[src/rtl/ss_scan_decoder.sv]
// Loopback monitor for a 4-digit multiplexed seven-segment bus: settles each anode slot,
// decodes its glyph and publishes a coherent frame. Hex glyphs A-F: define SS_SCAN_HEX_DIGITS_EN.
module ss_scan_decoder #(
  parameter int SETTLE_CYCLES  = 16,
  parameter int TIMEOUT_CYCLES = 2000000
) (
  input  logic       Clk_100M,
  input  logic       Reset,
  input  logic [3:0] SegmentDrivers,
  input  logic [7:0] SevenSegment,
  output logic [3:0] Digit3,
  output logic [3:0] Digit2,
  output logic [3:0] Digit1,
  output logic [3:0] Digit0,
  output logic [3:0] Dp,
  output logic [3:0] Digit_Err,
  output logic       Frame_Done,
  output logic       Digit_Valid,
  output logic       Anode_Error
);

  localparam int NUM_DIGITS = 4;
  localparam int ST_W = $clog2(SETTLE_CYCLES + 1);
  localparam int TO_W = $clog2(TIMEOUT_CYCLES + 1);

  localparam logic [ST_W-1:0] ST_MAX = ST_W'(SETTLE_CYCLES);
  localparam logic [ST_W-1:0] ST_CAP = ST_W'(SETTLE_CYCLES - 2);
  localparam logic [TO_W-1:0] TO_MAX = TO_W'(TIMEOUT_CYCLES);

  localparam logic [1:0] S_ACQUIRE = 2'd0;
  localparam logic [1:0] S_PUBLISH = 2'd1;
  localparam logic [1:0] S_STALLED = 2'd2;

  // Returns {err, digit}; anything outside the table decodes as digit 0 with err set.
  function automatic logic [4:0] decode(input logic [6:0] p);
    case (p)
      7'h3F:   decode = {1'b0, 4'd0};
      7'h06:   decode = {1'b0, 4'd1};
      7'h5B:   decode = {1'b0, 4'd2};
      7'h4F:   decode = {1'b0, 4'd3};
      7'h66:   decode = {1'b0, 4'd4};
      7'h6D:   decode = {1'b0, 4'd5};
      7'h7D:   decode = {1'b0, 4'd6};
      7'h07:   decode = {1'b0, 4'd7};
      7'h7F:   decode = {1'b0, 4'd8};
      7'h6F:   decode = {1'b0, 4'd9};
`ifdef SS_SCAN_HEX_DIGITS_EN
      7'h77:   decode = {1'b0, 4'd10};
      7'h7C:   decode = {1'b0, 4'd11};
      7'h39:   decode = {1'b0, 4'd12};
      7'h5E:   decode = {1'b0, 4'd13};
      7'h79:   decode = {1'b0, 4'd14};
      7'h71:   decode = {1'b0, 4'd15};
`endif
      default: decode = {1'b1, 4'd0};
    endcase
  endfunction

  logic [3:0]            an_q, an_p_q;
  logic [7:0]            seg_q, seg_p_q;
  logic [ST_W-1:0]       cnt_q, cnt_d;
  logic [TO_W-1:0]       to_q, to_d;
  logic [1:0]            state_q, state_d;
  logic [3:0]            mask_q, mask_d;
  logic [NUM_DIGITS-1:0][3:0] sh_dig_q, dig_q;
  logic [NUM_DIGITS-1:0] sh_dp_q, sh_err_q, dp_q, err_q;
  logic                  fd_q, valid_q, aerr_q;

  logic [3:0] an_low, slot_oh;
  logic [6:0] pat;
  logic       dp_w, an_one, an_blank, an_multi, same, capture;
  logic [1:0] slot;
  logic [4:0] dec;

  // Input sample stage; the previous sample is kept for the stability compare.
  always_ff @(posedge Clk_100M) begin
    if (Reset) begin
      an_q    <= 4'hF;
      an_p_q  <= 4'hF;
      seg_q   <= 8'hFF;
      seg_p_q <= 8'hFF;
    end else begin
      an_q    <= SegmentDrivers;
      an_p_q  <= an_q;
      seg_q   <= SevenSegment;
      seg_p_q <= seg_q;
    end
  end

  always_comb begin
    an_low   = ~an_q;
    pat      = ~seg_q[6:0];
    dp_w     = ~seg_q[7];
    an_blank = (an_low == 4'b0000);
    an_one   = $onehot(an_low);
    an_multi = !an_blank && !an_one;
    same     = (an_q == an_p_q) && (seg_q == seg_p_q);
    dec      = decode(pat);
    case (an_low)
      4'b0001: slot = 2'd0;
      4'b0010: slot = 2'd1;
      4'b0100: slot = 2'd2;
      4'b1000: slot = 2'd3;
      default: slot = 2'd0;
    endcase
    slot_oh = 4'b0001 << slot;
  end

  // Capture fires on the one transition into SETTLE_CYCLES-1; saturation prevents a repeat.
  always_comb begin
    cnt_d = cnt_q;
    if (!an_one || !same)
      cnt_d = '0;
    else if (cnt_q != ST_MAX)
      cnt_d = cnt_q + ST_W'(1);
  end

  assign capture = an_one && same && (cnt_q == ST_CAP);

  // Frame assembly, publish and stall detection; a capture always beats a timeout.
  always_comb begin
    mask_d  = mask_q;
    state_d = state_q;
    to_d    = to_q;
    if (state_q == S_PUBLISH) begin
      mask_d  = 4'b0000;
      state_d = S_ACQUIRE;
    end
    if (capture) begin
      mask_d  = ((state_q == S_PUBLISH) ? 4'b0000 : mask_q) | slot_oh;
      to_d    = '0;
      state_d = (mask_d == 4'hF) ? S_PUBLISH : S_ACQUIRE;
    end else if (to_q != TO_MAX) begin
      to_d = to_q + TO_W'(1);
      if (to_d == TO_MAX) begin
        mask_d  = 4'b0000;
        state_d = S_STALLED;
      end
    end
  end

  always_ff @(posedge Clk_100M) begin
    if (Reset) begin
      cnt_q   <= '0;
      to_q    <= '0;
      state_q <= S_ACQUIRE;
      mask_q  <= 4'b0000;
    end else begin
      cnt_q   <= cnt_d;
      to_q    <= to_d;
      state_q <= state_d;
      mask_q  <= mask_d;
    end
  end

  for (genvar i = 0; i < NUM_DIGITS; i++) begin : g_shadow
    always_ff @(posedge Clk_100M) begin
      if (Reset) begin
        sh_dig_q[i] <= 4'd0;
        sh_dp_q[i]  <= 1'b0;
        sh_err_q[i] <= 1'b0;
      end else if (capture && slot_oh[i]) begin
        sh_dig_q[i] <= dec[3:0];
        sh_dp_q[i]  <= dp_w;
        sh_err_q[i] <= dec[4];
      end
    end
  end

  // Publish loads outputs from the shadows; a stall only drops Digit_Valid.
  always_ff @(posedge Clk_100M) begin
    if (Reset) begin
      dig_q   <= '0;
      dp_q    <= '0;
      err_q   <= '0;
      fd_q    <= 1'b0;
      valid_q <= 1'b0;
      aerr_q  <= 1'b0;
    end else begin
      fd_q   <= 1'b0;
      aerr_q <= aerr_q | an_multi;
      if (state_q == S_PUBLISH) begin
        dig_q   <= sh_dig_q;
        dp_q    <= sh_dp_q;
        err_q   <= sh_err_q;
        fd_q    <= 1'b1;
        valid_q <= 1'b1;
      end
      if (state_d == S_STALLED && state_q != S_STALLED)
        valid_q <= 1'b0;
    end
  end

  assign Digit3      = dig_q[3];
  assign Digit2      = dig_q[2];
  assign Digit1      = dig_q[1];
  assign Digit0      = dig_q[0];
  assign Dp          = dp_q;
  assign Digit_Err   = err_q;
  assign Frame_Done  = fd_q;
  assign Digit_Valid = valid_q;
  assign Anode_Error = aerr_q;

endmodule

[config.mk]
export PLATFORM = sky130hd
export DESIGN_NAME = ss_scan_decoder
export DESIGN_NICKNAME = d
export VERILOG_FILES = /design/src/rtl/ss_scan_decoder.sv
export SDC_FILE = /design/constraint.sdc
export NUM_CORES = 1
export LEC_CHECK = 0
export BUFFER_PORTS_ARGS = -buffer_cell sky130_fd_sc_hd__buf_2
export CORE_UTILIZATION = 35
export CTS_CLUSTER_DIAMETER = 200
export CTS_CLUSTER_SIZE = 40
export DETAILED_ROUTE_END_ITERATION = 10
export PLACE_DENSITY = 0.64
export SLEW_MARGIN = 5
export SYNTH_ARGS = -nofsm -noshare
export SYNTH_HDL_FRONTEND = slang
export SYNTH_SLANG_ARGS = --single-unit
[constraint.sdc]
create_clock -name Clk_100M -period 2.9 [get_ports Clk_100M]
set_input_delay 0.58 -clock Clk_100M [delete_from_list [all_inputs] [get_ports Clk_100M]]
set_output_delay 0.58 -clock Clk_100M [all_outputs]
set_load 0.02 [all_outputs]
==> run metrics, run 1 <==
EDFF count, synth=0; clock latency at the later pin of the worst-skew pair=350 ps; Min-Delay Path Class=primary input to flop; number of buffers on the longest clock path=2; leakage power=roughly 2.1 nW; worst endpoint data arrival time=2990 ps; synthesis-stage register bit count=107; CTS Hold Buffers Added=0; number of rows in the core area=42; clock buffers created by TritonCTS=9; Overflow after GRT=0; Gate power share=between 5 and 6%; critical setup path kind=flop to flop; critical path, cell by cell=fa_1, inv_1, ha_1, ha_1, nor3b_2, nor4b_2, and4b_2, buf_4, or2_2, buf_4, nor2_1; area taken by multi-input logic gates=~2400 um2; peak supply drop=0.3128 mV; HPWL Detailed=just over 7000 um; Slew HR=55.12%; total net switching power=just under 0.7 mW; Power, Total=between 2 and 3 mW; cell at the root of the clock tree=sky130_fd_sc_hd__clkbuf_16; detailed-routing iteration count for the pre-antenna-repair pass=4; IO Port Bufs=40; synthesized instance count=roughly 540; maximum single-stage delay on the critical path=~540 ps; Critical Path Slowest Stage Cell=sky130_fd_sc_hd__fa_1; post-synthesis net count=between 500 and 600; part of the power in registers=52.9%; CTS H-tree lvls=3; aggregate global-route resource usage=15.05%; worst-case setup slack after placement=about 74 ps; final-layout worst hold slack=409.9 ps; wire length per cell=between 10 and 15 um; area used by sequential logic in the layout=around 2100 um2; max capacitance violation total=0; largest cells by area after synthesis=sky130_fd_sc_hd__dfxtp_1 (45%), sky130_fd_sc_hd__nand2_1 (6.4%), sky130_fd_sc_hd__a21oi_1 (4.6%); library cells used by synthesis=58; # fillers=1294; Critical Path End Type=flop; top cell type's share of synthesized area=between 40% and 50%; TritonCTS sink count=107; Die Y=between 100 and 150 um; pin count of the biggest net entering global routing=44; cell area after synthesis=about 4700 um2; Slew @ Worst Pin=about 660 ps; initial cell density of the core=between 30% and 40%; outcome=finished clean; period utilization=a little over nine tenths; number of violations reported at the end of detailed-routing iteration 0=between 200 and 300; final antenna diode count=0; Routed WL=roughly 10000 um; Buf+Inv Stages, Crit Path=3; Synth-to-Final Area Change=15.15%; IO Pins=41; post-synthesis sequential area ratio=~45%; cell area after placement=approximately 5000 um2; weighted congestion at the end of routability-driven global placement=0.7989; fraction of layout cells with a size suffix above 1=20.52%; part of the power in the clock network=between 40% and 50%; clock tree from TritonCTS=built; wire length of the first global-routing pass=roughly 17000 um; Int Pwr=~2.2 mW; area enclosed by the die boundary=13960 um2; number of failing hold endpoints at the final stage=0; Post-Synthesis Mean Instance Area=~8.7 um2; worst path required time=around 3100 ps; antenna violations before repair=0; library cell occupying the most area in the post-synthesis netlist=sky130_fd_sc_hd__dfxtp_1; largest fanout on the critical path=10; net switching fraction of the power=between 20% and 30%; vias in the first global route=3636; count of endpoints failing setup in the final report=0; Main synth FF type=sky130_fd_sc_hd__dfxtp_1; family with the most delay on the worst path=adder cells; Worst Skew=between 8 and 9 ps; layout net count=600; clock period minus final worst setup slack=2751 ps; P per Cell Area=527.3 nW/um2; post-route worst setup slack=148.6 ps; Critical Path Source Type=flop; vias per std cell=~5.0; pins over their slew limit=0; placeable core region=around 13000 um2; upper clock frequency limit=approximately 0.36 GHz; Remaining DRCs=0; Synth async-reset ratio=0%; post-detailed-route count of antenna-violating nets=0; vias post-DR=3786; finished layout cell area=roughly 5400 um2; yosys warns=0; die width=~120 um; Clock transition at path regs=~70 ps
-- cell usage in the layout (no fill, tap or decap), types with 4 or more instances in the layout --
master and count:
sky130_fd_sc_hd__or3_1 4, sky130_fd_sc_hd__nor3_1 14, sky130_fd_sc_hd__ha_1 10, sky130_fd_sc_hd__mux2i_1 12
sky130_fd_sc_hd__a31oi_1 5, sky130_fd_sc_hd__nand3_1 29, sky130_fd_sc_hd__dfxtp_1 107, sky130_fd_sc_hd__or2_2 25
sky130_fd_sc_hd__nor2b_1 4, sky130_fd_sc_hd__buf_4 17, sky130_fd_sc_hd__inv_1 14, sky130_fd_sc_hd__nor4_1 4
sky130_fd_sc_hd__nand2_1 78, sky130_fd_sc_hd__buf_2 40, sky130_fd_sc_hd__xnor2_1 16, sky130_fd_sc_hd__nor2_1 40
sky130_fd_sc_hd__and3_1 7, sky130_fd_sc_hd__xor2_1 20, sky130_fd_sc_hd__nand4b_1 4, sky130_fd_sc_hd__clkbuf_16 9
sky130_fd_sc_hd__inv_6 4, sky130_fd_sc_hd__a21oi_1 43, sky130_fd_sc_hd__nand4_1 8, sky130_fd_sc_hd__o22ai_1 4
sky130_fd_sc_hd__nand3b_1 4
-- final cells by class --
| class | instances | area share [%] |
|---|---|---|
| repair buffers | 58 | 6.234 |
| multi-input cells | 385 | 44.03 |
| well taps | 176 | 4.049 |
| flip-flops and latches | 107 | 39.38 |
| clock inverters | 6 | 0.9432 |
| clock buffers | 10 | 4.394 |
| inverters | 14 | 0.9662 |
-- cell families after synthesis --
group	after synthesis	share of synthesized area, %
mux	14	3.020
xor+xnor	36	6.675
buf+inv	51	4.556
flops	107	45.35
fa+ha+maj	11	3.073
compound gates	77	10.20
simple gates	247	27.13
-- worst register-to-register path: cells and delay by family, from the launching register on --
family / cells / cell delay (ps)
flops: 1 / 330
simple gates: 5 / 930
fa+ha+maj: 3 / 990
buf+inv: 3 / 390
-- power groups by stage --
stage | Clock (mW) | Combinational [mW] | Sequential, mW
after floorplan | 0 | 0.112 | 1.54
after global placement | 0 | 0.143 | 1.55
after detailed placement | 0 | 0.147 | 1.55
after CTS | 1.23 | 0.148 | 1.52
after global routing | 1.30 | 0.171 | 1.52
final | 1.20 | 0.152 | 1.52
-- per-stage QoR --
step,setup TNS (ps),std cells,utilization [%]
floorplan,0,543,-
global placement,0,739,38.73
detailed placement,0,739,38.73
CTS,0,755,40.93
global route,-20.15,756,41.24
finish,0,756,41.24
-- what timing repair did --
| action | in CTS | in global routing |
|---|---|---|
| buffers inserted | 0 | 1 |
| setup endpoints to repair | 0 | 47 |
| resized for setup | 0 | 8 |
-- registers in the layout, indices dropped and copies added, names as in the netlist, 2 cells and up --
name and cells:
Dp 4, to_q 21, sh_err_q 4, sh_dp_q 4, Digit_Err 4, Digit0 4
seg_p_q 8, Digit3 4, Digit2 4, cnt_q 5, state_q 2, Digit1 4
sh_dig_q 16, seg_q 8, mask_q 4, an_q 4, an_p_q 4
-- routing by layer --
metal | routed length (um) | vias to the layer above | part of all wire [%] | track usage (%)
met3 | 372 | 7 | 3.7 | 3.185
li1 | - | 1907 | - | -
met1 | 4862 | 1806 | 49 | 20.19
met5 | 0 | - | 0 | 0
met4 | 90 | 0 | 0.90 | 4.087
met2 | 4676 | 66 | 47 | 24.38
-- path summary, 6_finish.rpt --
check / startpoint / end / slack [ps] / cells past startpoint
worst max-delay path: an_q[0]$_SDFF_PP1_ / to_q[3]$_SDFFE_PP0N_ / 150 / 11
worst min-delay path: SevenSegment[1] / seg_q[1]$_SDFF_PP1_ / 410 / 2
worst max register to register: an_q[0]$_SDFF_PP1_ / to_q[3]$_SDFFE_PP0N_ / 150 / 11
worst min register to register: Digit_Err[3]$_SDFFE_PP0P_ / Digit_Err[3]$_SDFFE_PP0P_ / 450 / 2
-- synthesized netlist by cell type (4+ instances only) --
cell type                  instances
sky130_fd_sc_hd__nand3_1          29
sky130_fd_sc_hd__buf_2            12
sky130_fd_sc_hd__mux2i_1          12
sky130_fd_sc_hd__nor2b_1           4
sky130_fd_sc_hd__nand2_1          81
sky130_fd_sc_hd__dfxtp_1         107
sky130_fd_sc_hd__nand4_1           8
sky130_fd_sc_hd__clkbuf_1         23
sky130_fd_sc_hd__and3_1            7
sky130_fd_sc_hd__o22ai_1           4
sky130_fd_sc_hd__nand4b_1          4
sky130_fd_sc_hd__inv_1            14
sky130_fd_sc_hd__or2_2            25
sky130_fd_sc_hd__a21oi_1          43
sky130_fd_sc_hd__or3_1             4
sky130_fd_sc_hd__nor3_1           14
sky130_fd_sc_hd__nand3b_1          4
sky130_fd_sc_hd__ha_1             10
sky130_fd_sc_hd__nor3b_1           4
sky130_fd_sc_hd__xor2_1           20
sky130_fd_sc_hd__a31oi_1           5
sky130_fd_sc_hd__xnor2_1          16
sky130_fd_sc_hd__nor2_1           40
sky130_fd_sc_hd__nor4_1            4
Note: power is estimated with default switching activity, not from simulation.
==> run 2: changes to the inputs <==
- CORE_UTILIZATION: 35 -> 53
- PLACE_DENSITY: 0.64 -> 0.86
==> run 2 against run 1 <==
  * Core utilization rose by 20 points
  * First-iteration DRC count fell by 16%
  * Maximum frequency fell by 0.48%
  * Critical endpoint is now sh_dp_q[0]$_SDFFE_PP0P_
  * Highest routed layer unchanged
==> run metrics, run 2 (same netlist as run 1, synthesis figures left out) <==
Overflow after GRT=0 (unchanged); area used by sequential logic in the layout=2145 um2 (+0.12%); number of rows in the core area=34 (-19%); number of failing hold endpoints at the final stage=0 (unchanged); wire length of the first global-routing pass=16300 um (-4.8%); post-layout utilization of the core=60.87% (+20 points); max capacitance violation total=0 (unchanged); Critical Path End Type=flop; clock period minus final worst setup slack=2765 ps (+13.34 ps); Power, Total=2.558 mW (-11%); clock buffers created by TritonCTS=9 (unchanged); final antenna diode count=0 (unchanged); aggregate global-route resource usage=22.70% (+7.7 points); HPWL Detailed=7062 um (-0.26%); net switching fraction of the power=22.89% (-0.93 points); Critical Path Source Type=flop; largest registers=to_q: 21 flops, sh_dig_q: 16 flops; weighted congestion at the end of routability-driven global placement=0.8402 (+5.2%); Slew HR=43.74% (-11 points); vias post-DR=3938 (+4.0%); Die Y=96.40 um (-18%); CTS H-tree lvls=3 (unchanged); worst path required time=3150 ps (about the same); worst endpoint data arrival time=3010 ps (+20 ps); # fillers=713 (-45%); critical setup path kind=flop to flop; part of the power in the clock network=34.5% (-7.3 points); fraction of layout cells with a size suffix above 1=20.38% (-0.13 points); leakage power=2.061 nW (-3.0%); period utilization=95.33% (+0.46 points); outcome=finished clean; Routed WL=10170 um (+1.7%); clock latency at the later pin of the worst-skew pair=370 ps (+20 ps); placeable core region=8678 um2 (-34%); TritonCTS sink count=107 (unchanged); post-detailed-route count of antenna-violating nets=0 (unchanged); most crowded layer after global routing=met2; count of endpoints failing setup in the final report=0 (unchanged); number of cells on the worst hold path=2 (unchanged); detailed-routing iteration count for the pre-antenna-repair pass=6 (+2); Slew @ Worst Pin=843.9 ps (+179.8 ps); largest fanout on the critical path=7 (-3); area enclosed by the die boundary=9293 um2 (-33%); peak supply drop=0.2588 mV (-17%); Biggest register=to_q; Clock transition at path regs=90 ps (+20 ps); IO Port Bufs=40 (unchanged); Remaining DRCs=0 (unchanged); Synth-to-Final Area Change=11.84%; P per Cell Area=484.3 nW/um2 (-8.2%); Gate power share=6.2% (+0.9 points); most frequent cells in the layout=sky130_fd_sc_hd__dfxtp_1 (105), sky130_fd_sc_hd__nand2_1 (78), sky130_fd_sc_hd__a21oi_1 (43); pin count of the biggest net entering global routing=47 (+6.8%); die width=96.40 um (-18%); area taken by multi-input logic gates=2441 um2 (+1.9%); IO Pins=41 (unchanged); cell at the root of the clock tree=sky130_fd_sc_hd__clkbuf_8; part of the power in registers=59.3% (+6.4 points); total net switching power=0.5856 mW (-14%); summed negative setup slack over all endpoints=0 ps (unchanged); R2R depth=11 (unchanged); wire length per cell=14.91 um (+13%); number of flip-flops in the largest register=21 (unchanged); Min-Delay Path Class=primary input to flop; vias per std cell=5.774 (+15%); most common cell after layout, fill and taps aside=sky130_fd_sc_hd__dfxtp_1; number of buffers on the longest clock path=2 (unchanged); routing usage on met1=29.27% (+9.1 points); vias in the first global route=3543 (-2.6%); CTS Hold Buffers Added=0 (unchanged); global-route met3 utilization=5.321% (+2.1 points); Worst Skew=11.42 ps (+2.992 ps); GRT met2 Usage=36.52% (+12 points); layout net count=597 (-0.50%); Int Pwr=1.973 mW (-9.7%); antenna violations before repair=0 (unchanged); number of violations reported at the end of detailed-routing iteration 0=234 (-16%); pins over their slew limit=0 (unchanged); initial cell density of the core=54.43% (+19 points); upper clock frequency limit=0.3617 GHz (-0.48%); clock tree from TritonCTS=built
[run 2: repair_timing]
action | 4_1_cts | 5_1_grt
buffers inserted | 0 | 2
gates resized for setup | 4 | 14
pin swaps | 1 | 5
setup endpoints to repair | 41 | 39
[run 2: layout make-up]
type	instances	share of cell area (%)
Clock buffer	11	2.676
Clock inverter	2	0.7342
Timing Repair Buffer	55	6.229
Inverter	14	0.9948
Tap cell	108	2.558
Multi-Input combinational cell	385	46.21
Sequential cell	107	40.60
[run 2: critical path: stages, from the launching register on]
cell,delay [ps]
sky130_fd_sc_hd__dfxtp_2,340
sky130_fd_sc_hd__fa_1,550
sky130_fd_sc_hd__inv_1,50
sky130_fd_sc_hd__ha_2,180
sky130_fd_sc_hd__ha_4,240
sky130_fd_sc_hd__nor3b_4,210
sky130_fd_sc_hd__nor4b_2,210
sky130_fd_sc_hd__and4b_2,320
sky130_fd_sc_hd__buf_12,150
sky130_fd_sc_hd__nand2_8,60
sky130_fd_sc_hd__mux2i_2,230
sky130_fd_sc_hd__nor2_1,90
[run 2: path summary, 6_finish.rpt]
kind | start | endpoint | slack, ps
max | an_q[1]$_SDFF_PP1_ | sh_dp_q[0]$_SDFFE_PP0P_ | 140
min | SevenSegment[6] | seg_q[6]$_SDFF_PP1_ | 380
max reg2reg | an_q[1]$_SDFF_PP1_ | sh_dp_q[0]$_SDFFE_PP0P_ | 140
min reg2reg | Digit1[1]$_SDFFE_PP0P_ | Digit1[1]$_SDFFE_PP0P_ | 450
[run 2: power groups by stage]
stage,clock network (mW),registers [mW],logic [mW]
global route,0.964,1.52,0.173
floorplan,0,1.54,0.112
CTS,0.894,1.52,0.143
detailed placement,0,1.55,0.141
global placement,0,1.55,0.133
finish,0.882,1.52,0.158
[run 2: through the flow]
step / worst slack (ps) / hold slack [ps] / instance area, um2 / cells
6_report: 135.3 / 384.9 / 5283 / 682
5_1_grt: -1.847 / 374.2 / 5283 / 682
4_1_cts: -10.35 / 375.5 / 5197 / 680
3_5_place_dp: -72.18 / 444.8 / 5006 / 667
3_3_place_gp: 63.36 / 440.6 / 5006 / 667
2_1_floorplan: 64.08 / 431.6 / 4723 / 543
[run 2: routing by layer]
| metal | up-vias | share of wire, % | wire length, um |
|---|---|---|---|
| li1 | 1899 | - | - |
| met1 | 1873 | 45 | 4538 |
| met2 | 146 | 48 | 4871 |
| met3 | 20 | 5.8 | 586 |
| met4 | 0 | 1.7 | 174 |
| met5 | - | 0 | 0 |
==> run 3: changes to the inputs <==
- CORE_ASPECT_RATIO: default -> 1.1
- SKIP_LAST_GASP: default -> 1
==> run 3 against run 2 <==
  * Via count is 0.69% lower
  * Combinational power is 3% lower
  * Worst setup slack better by 6.2 ps
  * Power rose by 1.1%
  * Wire length down 1.7%
  * Hold slack better by 0.77 ps
  * Core utilization grew 0.81 points
  * First-iteration DRC count up 13%
  * Count of clock-buffer cells in the layout decreased by 1
  * Register-to-register slack about the same
  * Flip-flop and latch count is the same
  * Die area about the same
==> run metrics, run 3 (same netlist as run 1, synthesis figures left out) <==
total net switching power=0.6174 mW (+5.4%); placeable core region=8496 um2 (-2.1%); Biggest register=to_q; worst-case setup slack after placement=56.51 ps (+128.7 ps); summed negative setup slack over all endpoints=0 ps (unchanged); detailed-routing iteration count for the pre-antenna-repair pass=6 (unchanged); weighted congestion at the end of routability-driven global placement=0.8855 (+5.4%); Clock transition at path regs=100 ps (about the same); largest fanout on the critical path=7 (unchanged); max capacitance violation total=0 (unchanged); Critical Path End Type=flop; post-CTS setup repair buffer count=0 (unchanged); post-route worst setup slack=141.5 ps (+6.205 ps); worst path required time=3160 ps (about the same); critical path, cell by cell=fa_1, inv_1, ha_1, ha_1, nor3b_2, nor4b_2, and4b_1, nand4_2, mux2i_1, nor2_1; final-layout worst hold slack=385.6 ps (+0.7740 ps); wire length of the first global-routing pass=17020 um (+4.4%); Worst Skew=11.95 ps (+0.5298 ps); peak supply drop=0.3845 mV (+49%); number of buffers on the longest clock path=2 (unchanged); Slew HR=53.67% (+9.9 points); number of flip-flops in the largest register=21 (unchanged); Min-Delay Path Class=primary input to flop; upper clock frequency limit=0.3625 GHz (+0.23%); Remaining DRCs=0 (unchanged); post-layout utilization of the core=61.68% (+0.81 points); Die Y=101.0 um (+4.8%); layout net count=598 (+0.17%); P per Cell Area=493.8 nW/um2 (+2.0%); clock period minus final worst setup slack=2758 ps (-6.205 ps); TritonCTS sink count=107 (unchanged); net switching fraction of the power=23.86% (+0.97 points); HPWL Detailed=7126 um (+0.91%); pins over their slew limit=0 (unchanged); setup repair after global routing missed its margin=true; Resize count post-CTS=0 (-4); number of failing hold endpoints at the final stage=0 (unchanged); initial cell density of the core=55.60% (+1.2 points); post-detailed-route count of antenna-violating nets=0 (unchanged); Slew @ Worst Pin=687.7 ps (-156.2 ps); outcome=finished clean; wire length per cell=14.51 um (-2.7%); leakage power=2.076 nW (+0.73%); Critical Path Source Type=flop; largest registers=to_q: 21 flops, sh_dig_q: 16 flops; most common cell after layout, fill and taps aside=sky130_fd_sc_hd__dfxtp_1; vias per std cell=5.676 (-1.7%); critical setup path kind=flop to flop; Gate power share=6.0% (-0.2 points); worst endpoint data arrival time=3020 ps (about the same); CTS Hold Buffers Added=0 (unchanged); IO Pins=41 (unchanged); pin count of the biggest net entering global routing=30 (-36%); IO Port Bufs=40 (unchanged); clock latency at the later pin of the worst-skew pair=370 ps (about the same); clock tree from TritonCTS=built; Routed WL=9994 um (-1.7%); period utilization=95.12% (-0.21 points); Overflow after GRT=0 (unchanged); count of endpoints failing setup in the final report=0 (unchanged); vias post-DR=3911 (-0.69%); part of the power in registers=58.6% (-0.7 points); cell at the root of the clock tree=sky130_fd_sc_hd__clkbuf_8; clock buffers created by TritonCTS=9 (unchanged); number of violations reported at the end of detailed-routing iteration 0=264 (+13%); final antenna diode count=0 (unchanged); Critical Path Slowest Stage Cell=sky130_fd_sc_hd__fa_1; most frequent cell on the critical path=sky130_fd_sc_hd__ha_1; antenna violations before repair=0 (unchanged); Synth-to-Final Area Change=10.94%; die width=92.01 um (-4.6%); part of the power in the clock network=35.4% (+0.9 points); vias in the first global route=3790 (+7.0%); fraction of layout cells with a size suffix above 1=19.90% (-0.49 points); maximum single-stage delay on the critical path=550 ps (about the same); number of rows in the core area=35 (+2.9%); aggregate global-route resource usage=22.64% (-0.064 points); most frequent cells in the layout=sky130_fd_sc_hd__dfxtp_1 (107), sky130_fd_sc_hd__nand2_1 (78), sky130_fd_sc_hd__a21oi_1 (43); Int Pwr=1.970 mW (-0.14%); area enclosed by the die boundary=9294 um2 (about the same); CTS H-tree lvls=3 (unchanged)
-- run 3: changes by cell type in the layout (fill, tap and decap cells not counted), moves of 2 or more --
cell / previous run / this run
sky130_fd_sc_hd__buf_4: 13 / 16
sky130_fd_sc_hd__clkinvlp_4: 0 / 2
sky130_fd_sc_hd__dfxtp_1: 105 / 107
sky130_fd_sc_hd__dfxtp_2: 2 / 0
sky130_fd_sc_hd__ha_1: 8 / 10
sky130_fd_sc_hd__nand2_2: 1 / 3
-- run 3: cell type report --
class | count | area [um2]
fillers | 696 | 3256
inverters | 14 | 52.55
repair buffers | 56 | 320.3
flip-flops and latches | 107 | 2142
multi-input cells | 385 | 2385
well taps | 111 | 138.9
clock inverters | 6 | 73.82
clock buffers | 10 | 127.6
-- run 3: worst max-delay path: cells and delay by family, from the launching register on --
| family | cells | cell delay, ps |
|---|---|---|
| multiplexers | 1 | 250 |
| AND/OR/NAND/NOR | 5 | 1020 |
| adder cells (fa/ha/maj) | 3 | 1000 |
| flip-flops | 1 | 340 |
| buffers and inverters | 1 | 40 |
-- run 3: routing by layer --
layer | vias to the layer above | wire length [um] | GRT usage (%)
met2 | 148 | 5178 | 42.31
met1 | 1836 | 4027 | 25.34
li1 | 1898 | - | -
met3 | 29 | 618 | 5.128
met5 | - | 0 | 0
met4 | 0 | 170 | 7.332
-- run 3: power by group through the flow --
stage	Combinational [mW]	Clock, mW	Sequential [mW]
5_1_grt	0.169	0.997	1.52
2_1_floorplan	0.112	0	1.54
6_report	0.154	0.916	1.52
3_3_place_gp	0.141	0	1.55
3_5_place_dp	0.148	0	1.55
4_1_cts	0.149	0.935	1.52
-- run 3: worst paths after layout --
| kind | slack [ps] | from | end | cells after the start |
|---|---|---|---|---|
| setup / recovery | 140 | an_q[0]$_SDFF_PP1_ | sh_dig_q[4]$_SDFFE_PP0P_ | 10 |
| hold / removal | 390 | SevenSegment[4] | seg_q[4]$_SDFF_PP1_ | 2 |
| setup reg to reg | 140 | an_q[0]$_SDFF_PP1_ | sh_dig_q[4]$_SDFFE_PP0P_ | 10 |
| hold reg to reg | 460 | Digit0[3]$_SDFFE_PP0P_ | Digit0[3]$_SDFFE_PP0P_ | 2 |
-- run 3: stage by stage --
step	instances	power, mW	area (um2)
floorplan	543	1.650	4723
global placement	673	1.690	5020
detailed placement	673	1.700	5020
CTS	689	2.602	5221
global route	689	2.688	5240
finish	689	2.587	5240
